$ cat src/rtl/scan_decoder_if.sv
// Bus bundle for scan_decoder: control/data inputs and decoded select outputs.
//   en       global enable
//   mode     00 off, 01 direct, 10 continuous scan, 11 single sweep
//   sel      channel select for direct mode
//   data_in  one data bit per channel
//   y_n      active-low select lines, y_n[i]=0 means channel i active
//   mux_out  data of the active channel, 0 when none is active
//   cur_idx  currently selected channel index
//   busy     high while a sweep is in progress
//   done     one-cycle pulse on sweep completion
interface scan_decoder_if #(
  parameter int unsigned SEL_W = 2
);
  localparam int unsigned NCH = 2 ** SEL_W;

  logic             en;
  logic [1:0]       mode;
  logic [SEL_W-1:0] sel;
  logic [NCH-1:0]   data_in;
  logic [0:NCH-1]   y_n;
  logic             mux_out;
  logic [SEL_W-1:0] cur_idx;
  logic             busy;
  logic             done;

  modport master (
    output en, mode, sel, data_in,
    input  y_n, mux_out, cur_idx, busy, done
  );

  modport slave (
    input  en, mode, sel, data_in,
    output y_n, mux_out, cur_idx, busy, done
  );
endinterface

$ cat src/rtl/scan_decoder.sv
// Registered active-low decoder with channel mux, direct / auto-scan / single-sweep.
// Ports:
//   clk    rising-edge clock
//   rst_n  asynchronous active-low reset
//   bus    scan_decoder_if.slave (en, mode, sel, data_in in; y_n, mux_out,
//          cur_idx, busy, done out)
// All outputs are registered; they reflect the inputs sampled at the previous edge.
module scan_decoder #(
  parameter int unsigned SEL_W = 2,
  parameter int unsigned DWELL = 4
) (
  input logic           clk,
  input logic           rst_n,
  scan_decoder_if.slave bus
);

  localparam int unsigned      NCH      = 2 ** SEL_W;
  localparam int unsigned      CNT_W    = (DWELL > 1) ? $clog2(DWELL) : 1;
  localparam logic [CNT_W-1:0] CNT_LAST = CNT_W'(DWELL - 1);
  localparam logic [SEL_W-1:0] IDX_LAST = SEL_W'(NCH - 1);

  typedef enum logic [2:0] {
    ST_IDLE,
    ST_DIRECT,
    ST_SCAN,
    ST_SWEEP,
    ST_DONE
  } state_t;

  state_t           state_q, state_d;
  logic [CNT_W-1:0] cnt_q, cnt_d;
  logic [SEL_W-1:0] idx_q, idx_d;
  logic [0:NCH-1]   y_n_q, y_n_d;
  logic             mux_q, mux_d;
  logic             busy_q, busy_d;
  logic             done_q, done_d;
  logic             act_d;

  // Dwell stepping shared by scan and sweep: advance channel after the last dwell cycle.
  logic             dwell_end;
  logic [CNT_W-1:0] cnt_step;
  logic [SEL_W-1:0] idx_step;

  assign dwell_end = (cnt_q == CNT_LAST);
  assign cnt_step  = dwell_end ? '0 : cnt_q + CNT_W'(1);
  assign idx_step  = dwell_end ? idx_q + SEL_W'(1) : idx_q;

  // State and output registers.
  always_ff @(posedge clk or negedge rst_n) begin
    if (!rst_n) begin
      state_q <= ST_IDLE;
      cnt_q   <= '0;
      idx_q   <= '0;
      y_n_q   <= '1;
      mux_q   <= 1'b0;
      busy_q  <= 1'b0;
      done_q  <= 1'b0;
    end else begin
      state_q <= state_d;
      cnt_q   <= cnt_d;
      idx_q   <= idx_d;
      y_n_q   <= y_n_d;
      mux_q   <= mux_d;
      busy_q  <= busy_d;
      done_q  <= done_d;
    end
  end

  // Next-state and next-output logic.
  always_comb begin
    state_d = state_q;
    cnt_d   = cnt_q;
    idx_d   = idx_q;
    act_d   = 1'b0;
    busy_d  = 1'b0;
    done_d  = 1'b0;
    y_n_d   = '1;
    mux_d   = 1'b0;

    case (bus.mode)
      2'b00: begin
        state_d = ST_IDLE;
      end
      2'b01: begin
        state_d = ST_DIRECT;
        if (bus.en) begin
          idx_d = bus.sel;
          act_d = 1'b1;
        end
      end
      2'b10: begin
        state_d = ST_SCAN;
        if (state_q != ST_SCAN) begin
          // Entry edge shows channel 0 as its first dwell cycle.
          idx_d = '0;
          cnt_d = '0;
          act_d = bus.en;
        end else if (bus.en) begin
          idx_d = idx_step;
          cnt_d = cnt_step;
          act_d = 1'b1;
        end
      end
      default: begin
        if (state_q == ST_DONE) begin
          // Parked until mode leaves 11.
          state_d = ST_DONE;
          idx_d   = '0;
          cnt_d   = '0;
        end else if (state_q != ST_SWEEP) begin
          state_d = ST_SWEEP;
          idx_d   = '0;
          cnt_d   = '0;
          busy_d  = 1'b1;
          act_d   = bus.en;
        end else if (!bus.en) begin
          state_d = ST_SWEEP;
          busy_d  = 1'b1;
        end else if (dwell_end && (idx_q == IDX_LAST)) begin
          state_d = ST_DONE;
          idx_d   = '0;
          cnt_d   = '0;
          done_d  = 1'b1;
        end else begin
          state_d = ST_SWEEP;
          idx_d   = idx_step;
          cnt_d   = cnt_step;
          busy_d  = 1'b1;
          act_d   = 1'b1;
        end
      end
    endcase

    for (int unsigned i = 0; i < NCH; i++) begin
      y_n_d[i] = !(act_d && (idx_d == SEL_W'(i)));
    end
    mux_d = act_d & bus.data_in[idx_d];
  end

  assign bus.y_n     = y_n_q;
  assign bus.mux_out = mux_q;
  assign bus.cur_idx = idx_q;
  assign bus.busy    = busy_q;
  assign bus.done    = done_q;

endmodule

$ cat src/flat_wrapper.sv
// flat-port wrapper written by rule: the top's interface ports become plain ports
module scan_decoder_flat 
#(
  parameter int unsigned SEL_W = 2,
  parameter int unsigned DWELL = 4
)
  (clk, rst_n, bus_en, bus_mode, bus_sel, bus_data_in, bus_y_n, bus_mux_out, bus_cur_idx, bus_busy, bus_done);
  scan_decoder_if #(.SEL_W(SEL_W)) bus_i ();
  input logic clk;
  input logic rst_n;
  input wire logic [$bits(bus_i.en)-1:0] bus_en;
  input wire logic [$bits(bus_i.mode)-1:0] bus_mode;
  input wire logic [$bits(bus_i.sel)-1:0] bus_sel;
  input wire logic [$bits(bus_i.data_in)-1:0] bus_data_in;
  output wire logic [$bits(bus_i.y_n)-1:0] bus_y_n;
  output wire logic [$bits(bus_i.mux_out)-1:0] bus_mux_out;
  output wire logic [$bits(bus_i.cur_idx)-1:0] bus_cur_idx;
  output wire logic [$bits(bus_i.busy)-1:0] bus_busy;
  output wire logic [$bits(bus_i.done)-1:0] bus_done;
  assign bus_i.en = bus_en;
  assign bus_i.mode = bus_mode;
  assign bus_i.sel = bus_sel;
  assign bus_i.data_in = bus_data_in;
  assign bus_y_n = bus_i.y_n;
  assign bus_mux_out = bus_i.mux_out;
  assign bus_cur_idx = bus_i.cur_idx;
  assign bus_busy = bus_i.busy;
  assign bus_done = bus_i.done;
  scan_decoder #(.SEL_W(SEL_W), .DWELL(DWELL)) u_core (.clk(clk), .rst_n(rst_n), .bus(bus_i));
endmodule
$ cat config.mk
export PLATFORM = sky130hd
export DESIGN_NAME = scan_decoder_flat
export DESIGN_NICKNAME = d
export VERILOG_FILES = /design/src/rtl/scan_decoder_if.sv /design/src/rtl/scan_decoder.sv /design/src/flat_wrapper.sv
export SDC_FILE = /design/constraint.sdc
export NUM_CORES = 1
export LEC_CHECK = 0
export ABC_AREA = 1
export CAP_MARGIN = 20
export CORE_UTILIZATION = 48
export DETAILED_ROUTE_END_ITERATION = 12
export PLACE_DENSITY = 0.77
export RECOVER_POWER = 25
export SLEW_MARGIN = 20
export SYNTH_ARGS = -nofsm -noshare
export SYNTH_HDL_FRONTEND = slang
export SYNTH_SLANG_ARGS = --single-unit
export TNS_END_PERCENT = 100
$ cat constraint.sdc
create_clock -name clk -period 1.51 [get_ports clk]
set_input_delay 0.453 -clock clk [delete_from_list [all_inputs] [get_ports clk]]
set_output_delay 0.453 -clock clk [all_outputs]
set_load 0.05 [all_outputs]
# Yosys cells after proc, flatten, opt, wreduce, memory -nomap -nowiden
# Index checks and enable logic that the tools add are counted.
# classes
addsub,2
order_cmp,1
eq_ne,11
mux,40
bitwise,2
reduce_logical,15
# op_table
cell,count
2-bit 2-to-1 mux,15
1-bit 2-to-1 mux,16
3-bit 2-to-1 mux,4
2-bit == test (second input constant),5
3-bit by 2-bit inequality test with 1-bit output (second input constant),3
3-bit one-hot mux with 3 select lines,1
2-bit one-hot mux with 3 select lines,1
1-bit logical AND,5
2-bit by 1-bit adder with 2-bit output (second input constant),2
2-bit by 1-bit == test with 1-bit output (second input constant),2
1-bit zero test,4
2-bit zero test,2
2-bit one-hot mux with 2 select lines,1
4-bit nonzero test,1
3-bit == test (second input constant),1
2-bit by 3-bit less-than comparator with 1-bit output (second input constant),1
1-bit one-hot mux with 3 select lines,1
3-bit AND reduction,1
3-bit OR reduction,1
1-bit binary-select mux with 2-bit select,1
2-bit OR reduction,1
1-bit AND,1
1-bit inverter,1
# word_totals
register_bits,14
input_bits,11
out_inout_bits,9
wordCells,78

# Logic depth before layout (Yosys ltp)
# logic_depth
word_depth,10
ltp_mapped,12
ltp_nobuf,12

# Least setup slack after synthesis
# No wires, ideal clock.
# synth_path
path_kind,register to register
startpoint,reg u_core.idx_q[1] (netlist: u_core.bus.cur_idx[1])
endpoint,reg u_core.mux_q (netlist: u_core.bus.mux_out)
setup_time_ns,0.117
arrival_ns,1.503
t_required_ns,1.393
slack_ns,-0.111
stages_incl_launch_ff,11
path_buffers,0
synth_period_minus_slack_ns,1.621
cell_sequence,dfrtp_1 -> ha_1 -> nand2_1 -> inv_1 -> nand2_1 -> nand3_1 -> nand2_1 -> nand2_4 -> inv_1 -> nand2_1 -> a21oi_2
# synth_via
elab_chain_cells,10
word_cells_on_any_way,20
cone_classes,add/sub (1); eq/ne (1); mux (16); bitwise (1); reduce/logical (1)
# synth_lines
item,line_no,source
from (decl),scan_decoder.sv:32,"logic [SEL_W-1:0] idx_q, idx_d;"
from (signal assigned),scan_decoder.sv:61,idx_q <= idx_d;
2-bit by 1-bit adder with 2-bit output or 2-bit == test (tied branches),"scan_decoder.sv:46, scan_decoder.sv:119",
2-bit 2-to-1 mux or 1-bit logical AND (tied branches),"scan_decoder.sv:46, scan_decoder.sv:119",
2-bit 2-to-1 mux,scan_decoder.sv:119,end else if (dwell_end && (idx_q == IDX_LAST)) begin
2-bit 2-to-1 mux,scan_decoder.sv:116,end else if (!bus.en) begin
2-bit 2-to-1 mux,scan_decoder.sv:110,end else if (state_q != ST_SWEEP) begin
2-bit 2-to-1 mux,scan_decoder.sv:105,if (state_q == ST_DONE) begin
2-bit one-hot mux with 3 select lines (*),scan_decoder.sv:80,case (bus.mode)
named net u_core.idx_d[1],scan_decoder.sv:32,
1-bit binary-select mux with 2-bit select (*),scan_decoder.sv:137,mux_d = act_d & bus.data_in[idx_d];
1-bit 2-to-1 mux (implied by the code) (*),scan_decoder.sv:137,
1-bit AND (*),scan_decoder.sv:137,
named net u_core.mux_d,scan_decoder.sv:34,"logic mux_q, mux_d;"
to (signal assigned),scan_decoder.sv:63,mux_q <= mux_d;
to (decl),scan_decoder.sv:34,
# The timed path passes the listed nets; every way through them passes the cells marked *. The select of a mux whose other input is x is not followed.
# A chain may end at the register's enable or synchronous reset.

# Worst setup path after layout
# layout_path
startpoint,reg u_core.idx_q[0] (netlist: u_core.bus.cur_idx[0])
endpoint,out bus_cur_idx[0]
# layout_rtl
item,line_no,source
to (decl),flat_wrapper.sv:17,output wire logic [$bits(bus_i.cur_idx)-1:0] bus_cur_idx;
# No word-level cell between the ends.

==> metrics.cfg <==
[synth]
ys_ff_latch = 14
syn_inst = 103
synth_cell_types = 20
yosysTopAreaCellShare_pct = 29.6
synthFlopType = dfrtp_1
synth_edf_count = 0
synth_area_um2 = 846
yosysWarnings = 0
synth_area_leader_cell = dfrtp_1
synth_nets = 120
yosysMostFrequentCell = nand2_1
syn_area_per_cell_um2 = 8.21
async_flop_share_pct = 100
synth.area.top_cells = dfrtp_1 30%, nand2_1 14%, dfstp_2 12%
synth.top_cells.by_count = 31 x nand2_1, 14 x nand3_1, 12 x inv_1
yosysSeqAreaShare_pct = 42.0

[outcome]
status = finished clean

[cts]
cts_sinks = 14
clk_pin_slew_ns = 0.10
cts_buffers = 3
clock_latency_ns = 0.29
cts_tree = built
cts.path.max_buffers = 2
h-tree-depth = 1
cts_root_buf = clkbuf_4

[drt]
drtAntennaViolNets = 0
dr.pass1.iters = 4
drc = 0
via_per_inst = 5.29
routed_wl_um = 2420
vias = 841
wl_per_cell_um = 15.2
drt_iter0_drc = 28

[placed_design]
place_congestion = 0.849
portBuffers = 19
place_inst = 153
dp_hpwl_um = 1760
placed_cell_area_um2 = 1260
dpl_worst_slack_ns = -0.585

[worst_setup_path]
endpoint_kind = output pin
worstPathCellList = buf_4 > buf_12
worstPathArrival_ns = 1.03
cp_num_buf_inv = 2
path_max_fanout = 3
startpoint = u_core.bus.cur_idx[0]$_DFF_PN0_
slowest_delay_ns = 0.42
r2r_start = u_core.bus.cur_idx[0]$_DFF_PN0_
cp.required_ns = 1.06
crit_path_end = bus_cur_idx[0]
cpLargestDelayFamily = flip-flops
crit_path_start_kind = register
reg2reg_slack_ns = 0.07
reg2regPathDepth = 9
slowest_stage = dfrtp_2
crit_type = register to output pin
cp.depth = 2
r2r_end = u_core.bus.mux_out$_DFF_PN0_

[global_routing]
grt_pass1_wl_um = 3720
grt_max_degree = 15
met3_usage_pct = 5.00
met1_usage_pct = 30.3
grt_overflow = 0
top_usage_layer = met2
grt_antenna_before_repair = 0
grt_usage_pct = 27.4
grt_util_met2_pct = 47.5
first_global_vias = 880

[final_layout]
num-fill-cells = 70
drive_gt1_share_pct = 48.3
final_net_count = 161
utilization_pct = 88.5
fin_cells = 159
syn2layout_area_growth_pct = 64.9
antenna_cells = 0
final_area_um2 = 1400

[timing]
drv_slew = 0
min_period_ns = 1.48
max_slew_margin_pct = 49.0
fin_ws_ns = 0.0280
post-route-period-util_pct = 98.1
report.final.hold_viol_count = 0
finalClockSkew_ns = 0.0136
fmax_mhz = 675
setup_violations = 0
worst_pin_slew_ns = 0.765
totalNegativeSetupSlack_ns = 0

[floorplan]
die_y_um = 44.0
io_pins = 20
core_area_um2 = 1580
die_w_um = 44.0
dieArea_um2 = 1930
start_util_pct = 53.7
row_count = 14

[job]
cap_violations = 0

[worst_hold_path]
worst_hold_path_type = register to register

[power]
ir_worst_vdd_mv = 0.624
power_density_nw_per_um2 = 715
leakagePower_nw = 0.694

[worst min-delay path by stage]
stage / start / end / cells past startpoint
6_report: u_core.cnt_q[1]$_DFFE_PN0P_ / u_core.cnt_q[1]$_DFFE_PN0P_ / 2
5_1_grt: u_core.cnt_q[1]$_DFFE_PN0P_ / u_core.cnt_q[1]$_DFFE_PN0P_ / 2
4_1_cts: rst_n / u_core.cnt_q[0]$_DFFE_PN0P_ / 2
3_3_place_gp: u_core.cnt_q[1]$_DFFE_PN0P_ / u_core.cnt_q[1]$_DFFE_PN0P_ / 2
3_5_place_dp: u_core.cnt_q[0]$_DFFE_PN0P_ / u_core.cnt_q[0]$_DFFE_PN0P_ / 2
2_1_floorplan: rst_n / u_core.bus.busy$_DFF_PN0_ / 0
[registers in the layout (all words and copies together), names as in the netlist]
| register | count |
|---|---|
| u_core.bus.y_n | 4 |
| u_core.cnt_q | 2 |
| u_core.bus.done | 1 |
| u_core.bus.cur_idx | 2 |
| u_core.bus.busy | 1 |
| u_core.state_q | 3 |
| u_core.bus.mux_out | 1 |
[cells by family (layout without fill, tap and decap cells)]
group / after synthesis / in the layout / synth area share [%]
and+or+nand+nor: 59 / 59 / 33.9
DFF: 14 / 14 / 42.0
buffers and inverters: 14 / 54 / 7.40
AOI/OAI and AO/OA: 9 / 9 / 6.80
adders and majority gates: 6 / 6 / 8.88
xor gates and xnor gates: 1 / 1 / 1.04
[placed cells by master (no fill, tap or decap), types with 3 or more instances in the layout]
cell and count:
buf_12 9, buf_4 15, clkbuf_4 3, clkdlybuf4s50_1 6, dfrtp_1 8, dfstp_2 4
ha_2 4, inv_1 9, nand2_1 24, nand2_2 9, nand2_4 4, nand3_1 12
nand3_2 4, nor2_1 4, o21ai_0 3
[repair_timing]
action	CTS	global route
gates resized for setup	12	22
pin swaps	1	10
endpoints found under the setup margin	9	7
buffers inserted	0	2
hold buffers	0	0
[worst min-delay path, delay by kind of cell (launching register included)]
family	cells	cell delay, ns
AO/OA/AOI/OAI	1	0.07
AND/OR/NAND/NOR	1	0.06
flip-flops	1	0.41
[report_power, final]
group / internal [mW] / leakage [nW] / switching [mW]
Combinational: 0.138 / 0.501 / 0.161
Sequential: 0.399 / 0.172 / 0.0199
Clock: 0.147 / 0.0210 / 0.132
Total: 0.684 / 0.694 / 0.313
[layer usage]
metal  part of all wire [%]  vias up  wire [um]
met3                    2.5       10         60
met4                    4.3        0        105
li1                       -      411          -
met1                     42      396       1030
met2                     51       24       1230
met5                      0        -          0
[metrics by stage]
stage	hold WS [ns]	power [mW]
after floorplan	0.157	0.556
after global placement	0.471	0.690
after detailed placement	0.511	0.698
after CTS	0.466	0.982
after global routing	0.615	1.04
final	0.579	0.997
[area by class of cell]
class / instances / area (um^2) / share of cell area [%]
Tap cell: 16 / 20.0 / 1.43
Sequential cell: 14 / 358 / 25.7
Clock buffer: 4 / 36.3 / 2.60
Timing Repair Buffer: 37 / 408 / 29.2
Inverter: 13 / 53.8 / 3.86
Multi-Input combinational cell: 75 / 519 / 37.2
Power figures use the tool's default switching activity.
==> patch (same settings) <==
Make the reset (`rst_n`) synchronous in one clocked block. Comments in the files are not updated.
--- a/src/rtl/scan_decoder.sv
+++ b/src/rtl/scan_decoder.sv
@@ -48,3 +48,3 @@
   // State and output registers.
-  always_ff @(posedge clk or negedge rst_n) begin
+  always_ff @(posedge clk) begin
     if (!rst_n) begin
Function: differs if rst_n is asserted again (counterexample within 4 cycles, from zero or initial values and one cycle with rst_n low); with rst_n held inactive, the same outputs for 10 cycles.
==> patch against the unedited design <==
  * The run now ends with DRC, setup timing left
  * Sequential power is 4% lower
  * Critical endpoint is now u_core.state_q[0]
  * Total power shrank 2.6%
  * Area after synthesis down 1.6%
  * Critical path type is now flip-flop to flip-flop
  * Cell area decreased by 4.4%
  * Sequential cell count is the same
  * Die area down 1.5%
  * Wire length up 18%
  * Worst setup slack got worse by 0.050 ns
==> patch: results (changes against the unedited design) <==
| Metric | Value |
|---|---|
| # placed instances | `165 (was 153)` |
| Clock Pin Slew Worst Setup and Hold Paths | `0.08 ns (was 0.10 ns)` |
| Async S/R FF share, synth | `0% (was 100%)` |
| Detailed placement HPWL | `1730 microns (was 1760 microns)` |
| Lkg Pwr | `0.626 nW (was 0.694 nW)` |
| Mapped Nets | `131 (was 120)` |
| GPL Wtd Cong | `0.924 (was 0.849)` |
| Outcome | `finished, violations left (was complete, no violations)` |
| Count of routing violations after the opening detailed-route iteration | `66 (was 28)` |
| Pin count of the biggest net entering global routing | `9 (was 15)` |
| DRC violations left | `1 (was 0)` |
| Vias after detailed routing | `985 (was 841)` |
| Wirelength per Cell | `16.6 microns (was 15.2 microns)` |
| Top flip-flop cell by instance count after synthesis | `sky130_fd_sc_hd__dfxtp_1 (was sky130_fd_sc_hd__dfrtp_1)` |
| Final WS setup | `-0.0223 ns (was 0.0280 ns)` |
| Number of different library cells in the post-synthesis netlist | `22 (was 20)` |
| Maximum vdd ir drop | `0.461 mV (was 0.624 mV)` |
| Fraction of final layout cells with drive strength greater than 1 | `49.4% (was 48.3%)` |
| Ranking of synthesized cells by area | `sky130_fd_sc_hd__dfxtp_1 (34%), sky130_fd_sc_hd__nand2_1 (12%), sky130_fd_sc_hd__ha_1 (9.0%), sky130_fd_sc_hd__inv_1 (5.9%), sky130_fd_sc_hd__nand3_1 (5.4%) (was sky130_fd_sc_hd__dfrtp_1 (30%), sky130_fd_sc_hd__nand2_1 (14%), sky130_fd_sc_hd__dfstp_2 (12%), sky130_fd_sc_hd__ha_1 (8.9%), sky130_fd_sc_hd__nand3_1 (8.3%))` |
| Worst-case headroom to the max-slew limit | `76.4% (was 49.0%)` |
| First-pass GRT wire length | `3680 microns (was 3720 microns)` |
| Total of endpoints with negative setup slack in the final report | `2 (was 0)` |
| Worst setup slack before clock tree synthesis | `-0.648 ns (was -0.585 ns)` |
| Number of fill cells in the layout | `68 (was 70)` |
| Library cell occupying the most area in the post-synthesis netlist | `sky130_fd_sc_hd__dfxtp_1 (was sky130_fd_sc_hd__dfrtp_1)` |
| Aggregate negative setup slack | `-0.0327 ns (was 0 ns)` |
| Failing checks | `DRC, setup timing` |
| Sequential cell area fraction in the yosys report | `33.7% (was 42.0%)` |
| Met3 wire length | `207 microns (was 60 microns)` |
| Met1 Routed Length | `1110 microns (was 1030 microns)` |
==> patch: worst paths after layout <==
check / depth (start not counted) / slack, ns / from / to
min reg2reg: 1 / 0.51 / u_core.cnt_q[0] / u_core.cnt_q[0]
max reg2reg: 8 / -0.02 / u_core.bus.cur_idx[0] / u_core.state_q[0]
min: 1 / 0.51 / u_core.cnt_q[0] / u_core.cnt_q[0]
max: 8 / -0.02 / u_core.bus.cur_idx[0] / u_core.state_q[0]
==> patch: report_power, final <==
part           internal (mW)  total (mW)  switching (mW)
Clock                  0.147       0.280           0.133
Combinational          0.131       0.290           0.159
Sequential             0.385       0.401          0.0157
==> patch: worst max-delay path, stage by stage (launching register included) <==
cell	delay, ns
sky130_fd_sc_hd__dfxtp_4	0.37
sky130_fd_sc_hd__ha_2	0.19
sky130_fd_sc_hd__nand2_4	0.06
sky130_fd_sc_hd__inv_4	0.06
sky130_fd_sc_hd__nand2_1	0.10
sky130_fd_sc_hd__o21ai_0	0.33
sky130_fd_sc_hd__nand2_1	0.11
sky130_fd_sc_hd__nand2_1	0.13
sky130_fd_sc_hd__nor2_1	0.06
==> patch: cells by family (layout without fill, tap and decap cells) <==
family	after synthesis	in the layout	share of synthesized area (%)
AND/OR/NAND/NOR	61	61	36.7
buffers and inverters	18	60	8.72
AO/OA/AOI/OAI	15	15	11.9
flip-flops	14	14	33.7
adder cells (fa/ha/maj)	6	6	9.02
==> patch: final cells by class <==
| cell class | instances | area, sq um | share of cell area, % |
|---|---|---|---|
| multi-input cells | 82 | 569 | 42.7 |
| repair buffers | 39 | 349 | 26.2 |
| flip-flops and latches | 14 | 293 | 22.0 |
| inverters | 17 | 66.3 | 4.97 |
| clock buffers | 4 | 36.3 | 2.72 |
| well taps | 16 | 20.0 | 1.50 |
==> patch: timing repair <==
action | CTS | global route
pin swaps | 3 | 6
setup buffers | 1 | 2
endpoints found under the setup margin | 14 | 10
resized for setup | 12 | 23
==> patch: per-stage QoR <==
stage | util (%) | power (mW) | area [sq um]
final | 85.6 | 0.971 | 1330
after global routing | 85.6 | 1.01 | 1330
after CTS | 85.5 | 0.947 | 1330
after detailed placement | 81.5 | 0.673 | 1270
after global placement | 81.5 | 0.666 | 1270
after floorplan | - | 0.545 | 850
==> patch: routing by layer <==
layer	vias to the layer above	GRT usage [%]
li1	449	-
met1	450	33.7
met2	65	44.2
met3	21	3.75
met4	0	15.0
met5	-	0
